===== src/rtl/crc_encode_serial.sv =====
// Bit-serial CRC encoder: one data bit per clock, MSB first, codeword {data, crc}.
// Optional build macro CRC_ERR_INJECT_EN adds a single-bit error injection port pair.
//
// state | meaning
// IDLE  | ready for a new data word
// SHIFT | dividing the latched word, one bit per cycle (N cycles)
// DONE  | codeword presented, waiting for out_ready
module crc_encode_serial #(
    parameter int            N   = 16,
    parameter int            R   = 7,
    parameter logic [R-1:0]  DIV = 7'b1111011
) (
    input  logic                         clk,
    input  logic                         rst,
    input  logic [N-1:0]                 in_data,
    input  logic                         in_valid,
`ifdef CRC_ERR_INJECT_EN
    input  logic                         inj_en,
    input  logic [$clog2(N+R-1)-1:0]     inj_pos,
`endif
    output logic                         in_ready,
    output logic [N+R-2:0]               out_stream,
    output logic                         out_valid,
    input  logic                         out_ready
);

    localparam int W  = N + R - 1;
    localparam int CW = (N > 1) ? $clog2(N) : 1;
    localparam int PW = $clog2(W);

    typedef enum logic [1:0] {
        IDLE  = 2'd0,
        SHIFT = 2'd1,
        DONE  = 2'd2
    } state_t;

    initial begin
        if (R < 3)
            $fatal(1, "crc_encode_serial: R must be at least 3");
        if (DIV[R-1] !== 1'b1)
            $fatal(1, "crc_encode_serial: DIV top bit must be 1");
    end

    state_t         state_q, state_d;
    logic [N-1:0]   data_q, data_d;
    logic [R-2:0]   rem_q, rem_d, rem_step;
    logic [CW-1:0]  cnt_q, cnt_d;
    logic           ov_q, ov_d;
    logic [W-1:0]   os_q, os_d;
    logic [W-1:0]   flip;
    logic           fb;

`ifdef CRC_ERR_INJECT_EN
    logic           inj_en_q, inj_en_d;
    logic [PW-1:0]  inj_pos_q, inj_pos_d;
`endif

    always_ff @(posedge clk) begin
        if (rst) begin
            state_q <= IDLE;
            data_q  <= '0;
            rem_q   <= '0;
            cnt_q   <= '0;
            ov_q    <= 1'b0;
            os_q    <= '0;
`ifdef CRC_ERR_INJECT_EN
            inj_en_q  <= 1'b0;
            inj_pos_q <= '0;
`endif
        end else begin
            state_q <= state_d;
            data_q  <= data_d;
            rem_q   <= rem_d;
            cnt_q   <= cnt_d;
            ov_q    <= ov_d;
            os_q    <= os_d;
`ifdef CRC_ERR_INJECT_EN
            inj_en_q  <= inj_en_d;
            inj_pos_q <= inj_pos_d;
`endif
        end
    end

    // Flip is applied to the finished codeword, so the CRC itself is computed clean.
    always_comb begin
        flip = '0;
`ifdef CRC_ERR_INJECT_EN
        if (inj_en_q && ({1'b0, inj_pos_q} < (PW+1)'(W)))
            flip = W'(1) << inj_pos_q;
`endif
    end

    always_comb begin
        fb       = rem_q[R-2] ^ data_q[cnt_q];
        rem_step = {rem_q[R-3:0], 1'b0} ^ (fb ? DIV[R-2:0] : '0);
    end

    always_comb begin
        state_d = state_q;
        data_d  = data_q;
        rem_d   = rem_q;
        cnt_d   = cnt_q;
        ov_d    = ov_q;
        os_d    = os_q;
`ifdef CRC_ERR_INJECT_EN
        inj_en_d  = inj_en_q;
        inj_pos_d = inj_pos_q;
`endif
        case (state_q)
            IDLE: begin
                if (in_valid) begin
                    data_d  = in_data;
                    rem_d   = '0;
                    cnt_d   = CW'(N - 1);
                    state_d = SHIFT;
`ifdef CRC_ERR_INJECT_EN
                    inj_en_d  = inj_en;
                    inj_pos_d = inj_pos;
`endif
                end
            end
            SHIFT: begin
                rem_d = rem_step;
                if (cnt_q == '0) begin
                    state_d = DONE;
                    ov_d    = 1'b1;
                    os_d    = {data_q, rem_step} ^ flip;
                end else begin
                    cnt_d = cnt_q - 1'b1;
                end
            end
            DONE: begin
                if (out_ready) begin
                    state_d = IDLE;
                    ov_d    = 1'b0;
                end
            end
            default: begin
                state_d = IDLE;
                ov_d    = 1'b0;
            end
        endcase
    end

    assign in_ready   = (state_q == IDLE);
    assign out_valid  = ov_q;
    assign out_stream = os_q;

endmodule


===== config.mk =====
export PLATFORM = sky130hd
export DESIGN_NAME = crc_encode_serial
export DESIGN_NICKNAME = d
export VERILOG_FILES = /design/src/rtl/crc_encode_serial.sv
export SDC_FILE = /design/constraint.sdc
export NUM_CORES = 1
export LEC_CHECK = 0
export CAP_MARGIN = 30
export CORE_AREA = 2 2 89 91
export DETAILED_ROUTE_END_ITERATION = 16
export DIE_AREA = 0 0 91 93
export SLEW_MARGIN = 20
export SYNTH_ARGS = -nofsm -noshare
export SYNTH_HDL_FRONTEND = slang
export SYNTH_SLANG_ARGS = --single-unit

===== constraint.sdc =====
create_clock -name clk -period 5.6 [get_ports clk]
set_input_delay 1.12 -clock clk [delete_from_list [all_inputs] [get_ports clk]]
set_output_delay 1.12 -clock clk [all_outputs]
set_load 0.02 [all_outputs]

# --- After elaboration in Yosys (flattened, before gate mapping) ---
# Index checks and enable logic that the tools add are counted.
op_classes:
  n_reduce_logical: 9
  bitwise: 3
  add_sub_neg: 1
  n_mux: 15
  order_cmp: 1
  eq_ne: 6
ops:
  columns: ["cell", "n"]
  rows:
  - ["$mux W6", 2]
  - ["$pmux W6 S2", 1]
  - ["$reduce_and A3 Y1", 3]
  - ["$mux W4", 2]
  - ["$ne A2 B2 Y1 const B", 4]
  - ["$pmux W4 S2", 1]
  - ["$mux W2", 3]
  - ["$pmux W2 S3", 1]
  - ["$reduce_and A2 Y1", 3]
  - ["$xor A6 B6 Y6", 1]
  - ["$lt A4 B5 Y1 const B", 1]
  - ["$bmux W1 S4", 1]
  - ["$logic_not A4 Y1", 1]
  - ["$sub A4 B1 Y4 const B", 1]
  - ["$mux W1", 3]
  - ["$pmux W1 S3", 1]
  - ["$eq A2 B1 Y1 const B", 1]
  - ["$eq A2 B2 Y1 const B", 1]
  - ["$logic_not A2 Y1", 1]
  - ["$reduce_bool A2 Y1", 1]
  - ["$not A1 Y1", 1]
  - ["$xor A1 B1 Y1", 1]
totals:
  word_cells: 41
  ff_bits: 51

# --- Logic depth before layout (Yosys ltp) ---
# Gate-level depths: netlist of run 1.
logic_depth:
  depth_word: 6
  depth_mapped: 9
  mapped_depth_nobuf: 7

# --- Worst setup path before layout of run 1 ---
# Ideal clock, no wire load.
synth_path:
  path_kind: "in2reg"
  startpoint: "in in_valid"
  endpoint: "reg data_q[1]"
  arrival_time_ns: 1.926
  setup_ns: 0.070
  path_buffers: 2
  t_required_ns: 5.530
  stages: 5
  path_slack_ns: 3.604
  cell_sequence: "and2_1 > clkbuf_1 > clkbuf_1 > nand2_1 > a21oi_1"
synth_between:
  elab_chain_len: 1
synth_rtl:
  columns: ["element", "line", "text"]
  rows:
  - ["start, declared", "16", "input logic in_valid,"]
  - ["$reduce_and A2 Y1 (no line)", null, null]
  - ["end signal, assigned", "72", "data_q <= data_d;"]
  - ["end, declared", "45", "logic [N-1:0] data_q, data_d;"]
# No other way between the ends.
# A chain may end at the register's enable or synchronous reset.

# --- Final worst setup path of run 1 ---
layout_path:
  startpoint: "reg state_q[1]"
  endpoint: "out in_ready"
layout_between:
  elab_chain_len: 1
layout_rtl:
  columns: ["element", "line", "text"]
  rows:
  - ["start, declared", "44", "state_t state_q, state_d;"]
  - ["start signal, assigned", "71", "state_q <= state_d;"]
  - ["$logic_not A2 Y1", "145", "assign in_ready = (state_q == IDLE);"]
  - ["end, declared", "21", "output logic in_ready,"]
# No other way between the ends.

==> run_results.csv, run 1 <==
group,metric,value,unit
outcome,outcome,"finished clean",
critical_path,cp-end-kind,"primary output",
placed_design,gp_congestion,0.737,
run,maxCapViolCount,0,
yosys,synth-seq-cells,51,
final_layout,nets,322,
sta,holdWs,462,ps
grt,first_global_vias,1799,
sta,period_share,46.3,%
sta,period_needed,2590,ps
critical_path,critPathMaxFanout,5,
sta,max_slew_margin,52.9,%
clock_network,clock_latency,300,ps
yosys,avgSynthCellArea,8.24,µm²
final_layout,area_growth,28.9,%
yosys,synth_cell_types,35,
yosys,synth-async-reset-ratio,0,%
grt,grt_antenna_before_repair,0,
routing,drt_wl_total,5000,µm
routing,vias_per_cell,4.67,
sta,drv_slew,0,
power_and_ir_drop,ir_drop,0.111,mV
die,dieArea,8460,µm²
sta,rsz0062_at_grt,"no",
yosys,syn-instance-count,265,
clock_network,cts_buffer_depth,2,
placed_design,dp.cells,395,
critical_path,cp-start-kind,"flip-flop",
yosys,ys_seq_area_share,46.7,%
power_and_ir_drop,cellPowerDensity,299,nW/µm²
critical_path,crit_type,"flip-flop to primary output",
clock_network,cts_setup_buffers,0,
die,core_area,7530,µm²
yosys,synth_area_leader_cell,"dfxtp_1",
clock_network,hold_buffers,0,
yosys,ys_top_cells_by_area,"dfxtp_1 47%, nand2_1 13%, a21oi_1 8.9%",
clock_network,clk_pin_slew,90,ps
final_layout,nFillCells,833,
yosys,synth_top_area_share,46.7,%
final_layout,n_antenna_cell,0,
routing,wl_per_cell,12.4,µm
die,start_util,29.0,%
critical_path,critPathRequiredTime,4480,ps
routing,drtPass1Iterations,4,
sta,max_freq,386,MHz
sta,tightest_slew,705,ps
die,pin_count,44,
hold_path,hold_depth,2,
critical_path,cp.arrival,1470,ps
yosys,syn_area,2180,µm²
grt,grt_max_degree,50,
placed_design,io_buffers,43,
yosys,synth_nets,286,
die,die_w,91,µm
clock_network,cts.sinks,51,
grt,grtUsageTotal,11.6,%
placed_design,dpl.hpwl,3460,µm
sta,skew,6.34,ps
clock_network,numCtsBuffers,5,
final_layout,multi_input_area,1070,µm²
power_and_ir_drop,power.static_leakage,0.959,nW
grt,grt_pass1_wl,8070,µm
routing,vias,1888,
die,rows,32,
yosys,ys_warn_count,0,
power_and_ir_drop,power,0.842,mW
yosys,synth_edf_count,0,
routing,drtIter0Drc,79,
routing,drc_errors,0,
final_layout,fin_cells,404,
die,die_h,93,µm
clock_network,ctsResizeCount,0,
final_layout,final_common_cell,"nand2_1",
sta,setup_viol,0,
final_layout,final_cell_mix,"74 x nand2_1, 51 x dfxtp_1, 43 x clkdlybuf4s50_1",
final_layout,layout-drive-gt1-share,5.30,%
clock_network,htreeDepth,2,
grt,overflow,0,
clock_network,cts_tree,"built",
hold_path,hold_path_class,"flip-flop to flip-flop",
routing,final_antenna_net_count,0,
sta,finalHoldViolations,0,
critical_path,reg2reg_depth,5,
clock_network,root_buffer,"clkbuf_8",
sta,tns,0,ps
final_layout,area.sequential,1020,µm²
yosys,ys.flop_type,"dfxtp_1",
==> per-stage QoR <==
step / util (%) / cell area, µm² / setup slack (ps)
floorplan: - / 2180 / 3600
global placement: 35.6 / 2680 / 2750
detailed placement: 35.6 / 2680 / 2730
CTS: 37.2 / 2800 / 2990
global route: 37.4 / 2820 / 2940
finish: 37.4 / 2820 / 3010
==> final cells by class <==
class	count	share of cell area (%)
inverters	7	0.933
multi-input cells	191	38.0
clock buffers	6	2.93
repair buffers	45	16.1
clock inverters	2	1.24
well taps	102	4.53
flip-flops and latches	51	36.3
==> flip-flops by register name, indices dropped and copies added (netlist names) <==
register and count:
data_q 16, out_valid 1, cnt_q 4, out_stream 22, rem_q 6, state_q 2
==> worst paths after layout <==
check | to | startpoint | slack (ps)
hold reg to reg | out_stream[19] | out_stream[19] | 460
setup / recovery | in_ready | state_q[1] | 3010
setup reg to reg | rem_q[1] | cnt_q[0] | 3280
hold / removal | out_stream[19] | out_stream[19] | 460
==> synth_stat cells, types with 2 or more instances <==
cell,number
a21oi_1,39
o31ai_1,4
nand2_1,74
mux2i_1,7
nand4_1,7
a22oi_1,2
inv_1,7
clkbuf_1,14
dfxtp_1,51
and2_1,2
a311oi_1,8
nor2_1,16
nor3_1,2
a221o_1,4
nor2b_1,8
==> per-layer routing <==
layer,share of wire [%],up-vias,GRT usage [%],routed length [µm]
li1,-,984,-,-
met1,47,863,13.8,2370
met2,48,34,20.3,2400
met3,3.3,7,3.30,167
met4,1.4,0,3.79,69
met5,0,-,0,0
==> cell families (layout without fill, tap and decap cells) <==
logic type | after synthesis | count (layout) | synth area share, %
AND/OR/NAND/NOR | 114 | 114 | 22.8
adder cells (fa/ha/maj) | 1 | 1 | 0.573
XOR/XNOR | 2 | 2 | 0.802
buffers and inverters | 23 | 60 | 4.30
flip-flops | 51 | 51 | 46.7
multiplexers | 11 | 11 | 6.47
AO/OA/AOI/OAI | 63 | 63 | 18.3
==> where the power goes <==
part / switching [mW] / total (mW) / internal, mW
logic: 0.0933 / 0.168 / 0.0751
registers: 0.0242 / 0.409 / 0.385
clock network: 0.119 / 0.264 / 0.145
==> critical path, stage by stage, from the launching register on <==
cell	delay [ps]
dfxtp_1	350
nor2_1	190
clkdlybuf4s50_1	640
No activity file was read; power rests on OpenSTA's default activity.
==> inputs of run 2 (changes only) <==
clock period = 2.07 ns   (was 5.6 ns; I/O delays follow)
==> run 2 against run 1 <==
Sequential share of layout area fell by 1.1 points. Hold slack about the same. Clock skew is 2.3 ps higher. Global-route usage grew 0.41 points. Total power increased to 2.6 times the previous value. Combinational power grew to 3.1 times the previous value. Cell count rose by 3.5%. Clock power rose by 130%. First-iteration DRC count increased by 29%. Largest cell class unchanged. Highest routed layer unchanged.
==> run_results.csv, run 2 (same netlist as run 1, synthesis figures left out) <==
group,metric,value,unit
clock_network,cts_buffer_depth,2,
clock_network,root_buffer,"clkbuf_8",
routing,drt_wl_total,5110,µm
power_and_ir_drop,ir_drop,0.274,mV
routing,vias_per_cell,4.63,
final_layout,nFillCells,827,
sta,skew,8.59,ps
die,core_area,7530,µm²
final_layout,fin_cells,418,
final_layout,area_growth,33.6,%
sta,finalHoldViolations,0,
critical_path,crit_chain,"mux2i_1 -> mux4_2 -> mux2i_2 -> a311oi_1 -> a221o_1",
critical_path,critical_path.endpoint,"rem_q[3]",
routing,drtPass1Iterations,4,
die,pin_count,44,
routing,final_antenna_net_count,0,
die,start_util,29.0,%
placed_design,gp_congestion,0.788,
sta,rsz0062_at_grt,"no",
power_and_ir_drop,cellPowerDensity,760,nW/µm²
grt,grtUsageTotal,12.0,%
outcome,outcome,"finished clean",
placed_design,dp.cells,408,
grt,grt_pass1_wl,8330,µm
run,maxCapViolCount,0,
clock_network,numCtsBuffers,5,
critical_path,critPathMaxFanout,7,
critical_path,cp.arrival,2150,ps
routing,vias,1937,
power_and_ir_drop,power,2.22,mW
final_layout,nets,336,
sta,period_share,93.9,%
placed_design,io_buffers,43,
critical_path,r2r-start,"cnt_q[0]",
final_layout,multi_input_area,1090,µm²
sta,period_needed,1940,ps
grt,overflow,0,
final_layout,largest_reg_flops,22,
critical_path,cp-end-kind,"flip-flop",
die,die_w,91,µm
sta,drv_slew,0,
grt,first_global_vias,1792,
routing,drtIter0Drc,102,
die,die_h,93,µm
final_layout,n_antenna_cell,0,
critical_path,crit_type,"flip-flop to flip-flop",
critical_path,critPathRequiredTime,2270,ps
sta,setup_viol,0,
clock_network,htreeDepth,2,
routing,drc_errors,0,
sta,max_slew_margin,73.5,%
final_layout,final_cell_mix,"74 x nand2_1, 49 x dfxtp_1, 43 x clkdlybuf4s50_1",
final_layout,layout-drive-gt1-share,10.8,%
sta,max_freq,514,MHz
placed_design,dpl.hpwl,3670,µm
die,rows,32,
clock_network,hold_buffers,0,
critical_path,cp-start-kind,"flip-flop",
grt,grt_antenna_before_repair,0,
critical_path,rrSetupSlack,130,ps
critical_path,worst_path_largest_cell_delay,570,ps
critical_path,cp_slowest_cell,"mux4_2",
clock_network,cts.sinks,51,
clock_network,cts_tree,"built",
power_and_ir_drop,power.static_leakage,1.02,nW
grt,grt_max_degree,39,
hold_path,hold_path_class,"flip-flop to flip-flop",
critical_path,r2r-end,"rem_q[3]",
clock_network,clk_pin_slew,100,ps
clock_network,clock_latency,310,ps
final_layout,area.sequential,1030,µm²
critical_path,reg2reg_depth,5,
final_layout,final_common_cell,"nand2_1",
die,dieArea,8460,µm²
routing,wl_per_cell,12.2,µm
critical_path,startpoint,"cnt_q[0]",
sta,tightest_slew,397,ps
## run 2: cell count changes in the layout (fill, tap and decap cells not counted), sizes merged
cell	change
inv	+2
buf	+13
mux2i	+1
bufinv	-1
clkbuf	-1
## run 2: final cells by class
type / count / share of cell area, %
Multi-Input combinational cell: 192 / 37.4
Clock inverter: 3 / 0.772
Timing Repair Buffer: 58 / 19.0
Sequential cell: 51 / 35.2
Clock buffer: 5 / 2.36
Inverter: 7 / 0.901
Tap cell: 102 / 4.37
## run 2: worst min path at each step
stage / startpoint / to / cells after the start
3_3_place_gp: out_stream[14] / out_stream[14] / 2
4_1_cts: out_stream[7] / out_stream[7] / 2
2_1_floorplan: data_q[15] / out_stream[21] / 2
6_report: out_stream[7] / out_stream[7] / 2
5_1_grt: out_stream[2] / out_stream[2] / 2
3_5_place_dp: out_stream[7] / out_stream[7] / 2
## run 2: report_power, final
group	internal, mW	switching, mW	leakage (nW)
clock network	0.245	0.349	0.0489
logic	0.244	0.271	0.553
registers	1.04	0.0645	0.416
## run 2: routing by layer
metal | global-route usage (%) | wire [µm]
met5 | 0 | 0
met4 | 3.41 | 46
met3 | 3.30 | 186
met2 | 20.7 | 2450
met1 | 14.8 | 2430
## run 2: what timing repair did
item,in CTS,in global routing
gates cloned,0,1
setup buffers,1,0
gates resized for setup,2,3
pin swaps,1,0
endpoints found under the setup margin,9,6
## run 2: critical path: cells and delay by family (launching register included)
family	cells	cell delay, ps
mux	3	1030
flops	1	390
compound gates	2	410
## run 2: through the flow
step | utilization, % | setup WS, ps | hold slack, ps | cell area, µm² | TNS (ps)
floorplan | - | 145 | 442 | 2180 | 0
global placement | 37.1 | 66.4 | 443 | 2790 | 0
detailed placement | 37.1 | -13.7 | 450 | 2790 | -59.8
CTS | 38.5 | 91.1 | 464 | 2900 | 0
global route | 38.8 | 12.7 | 487 | 2920 | 0
finish | 38.8 | 125 | 462 | 2920 | 0
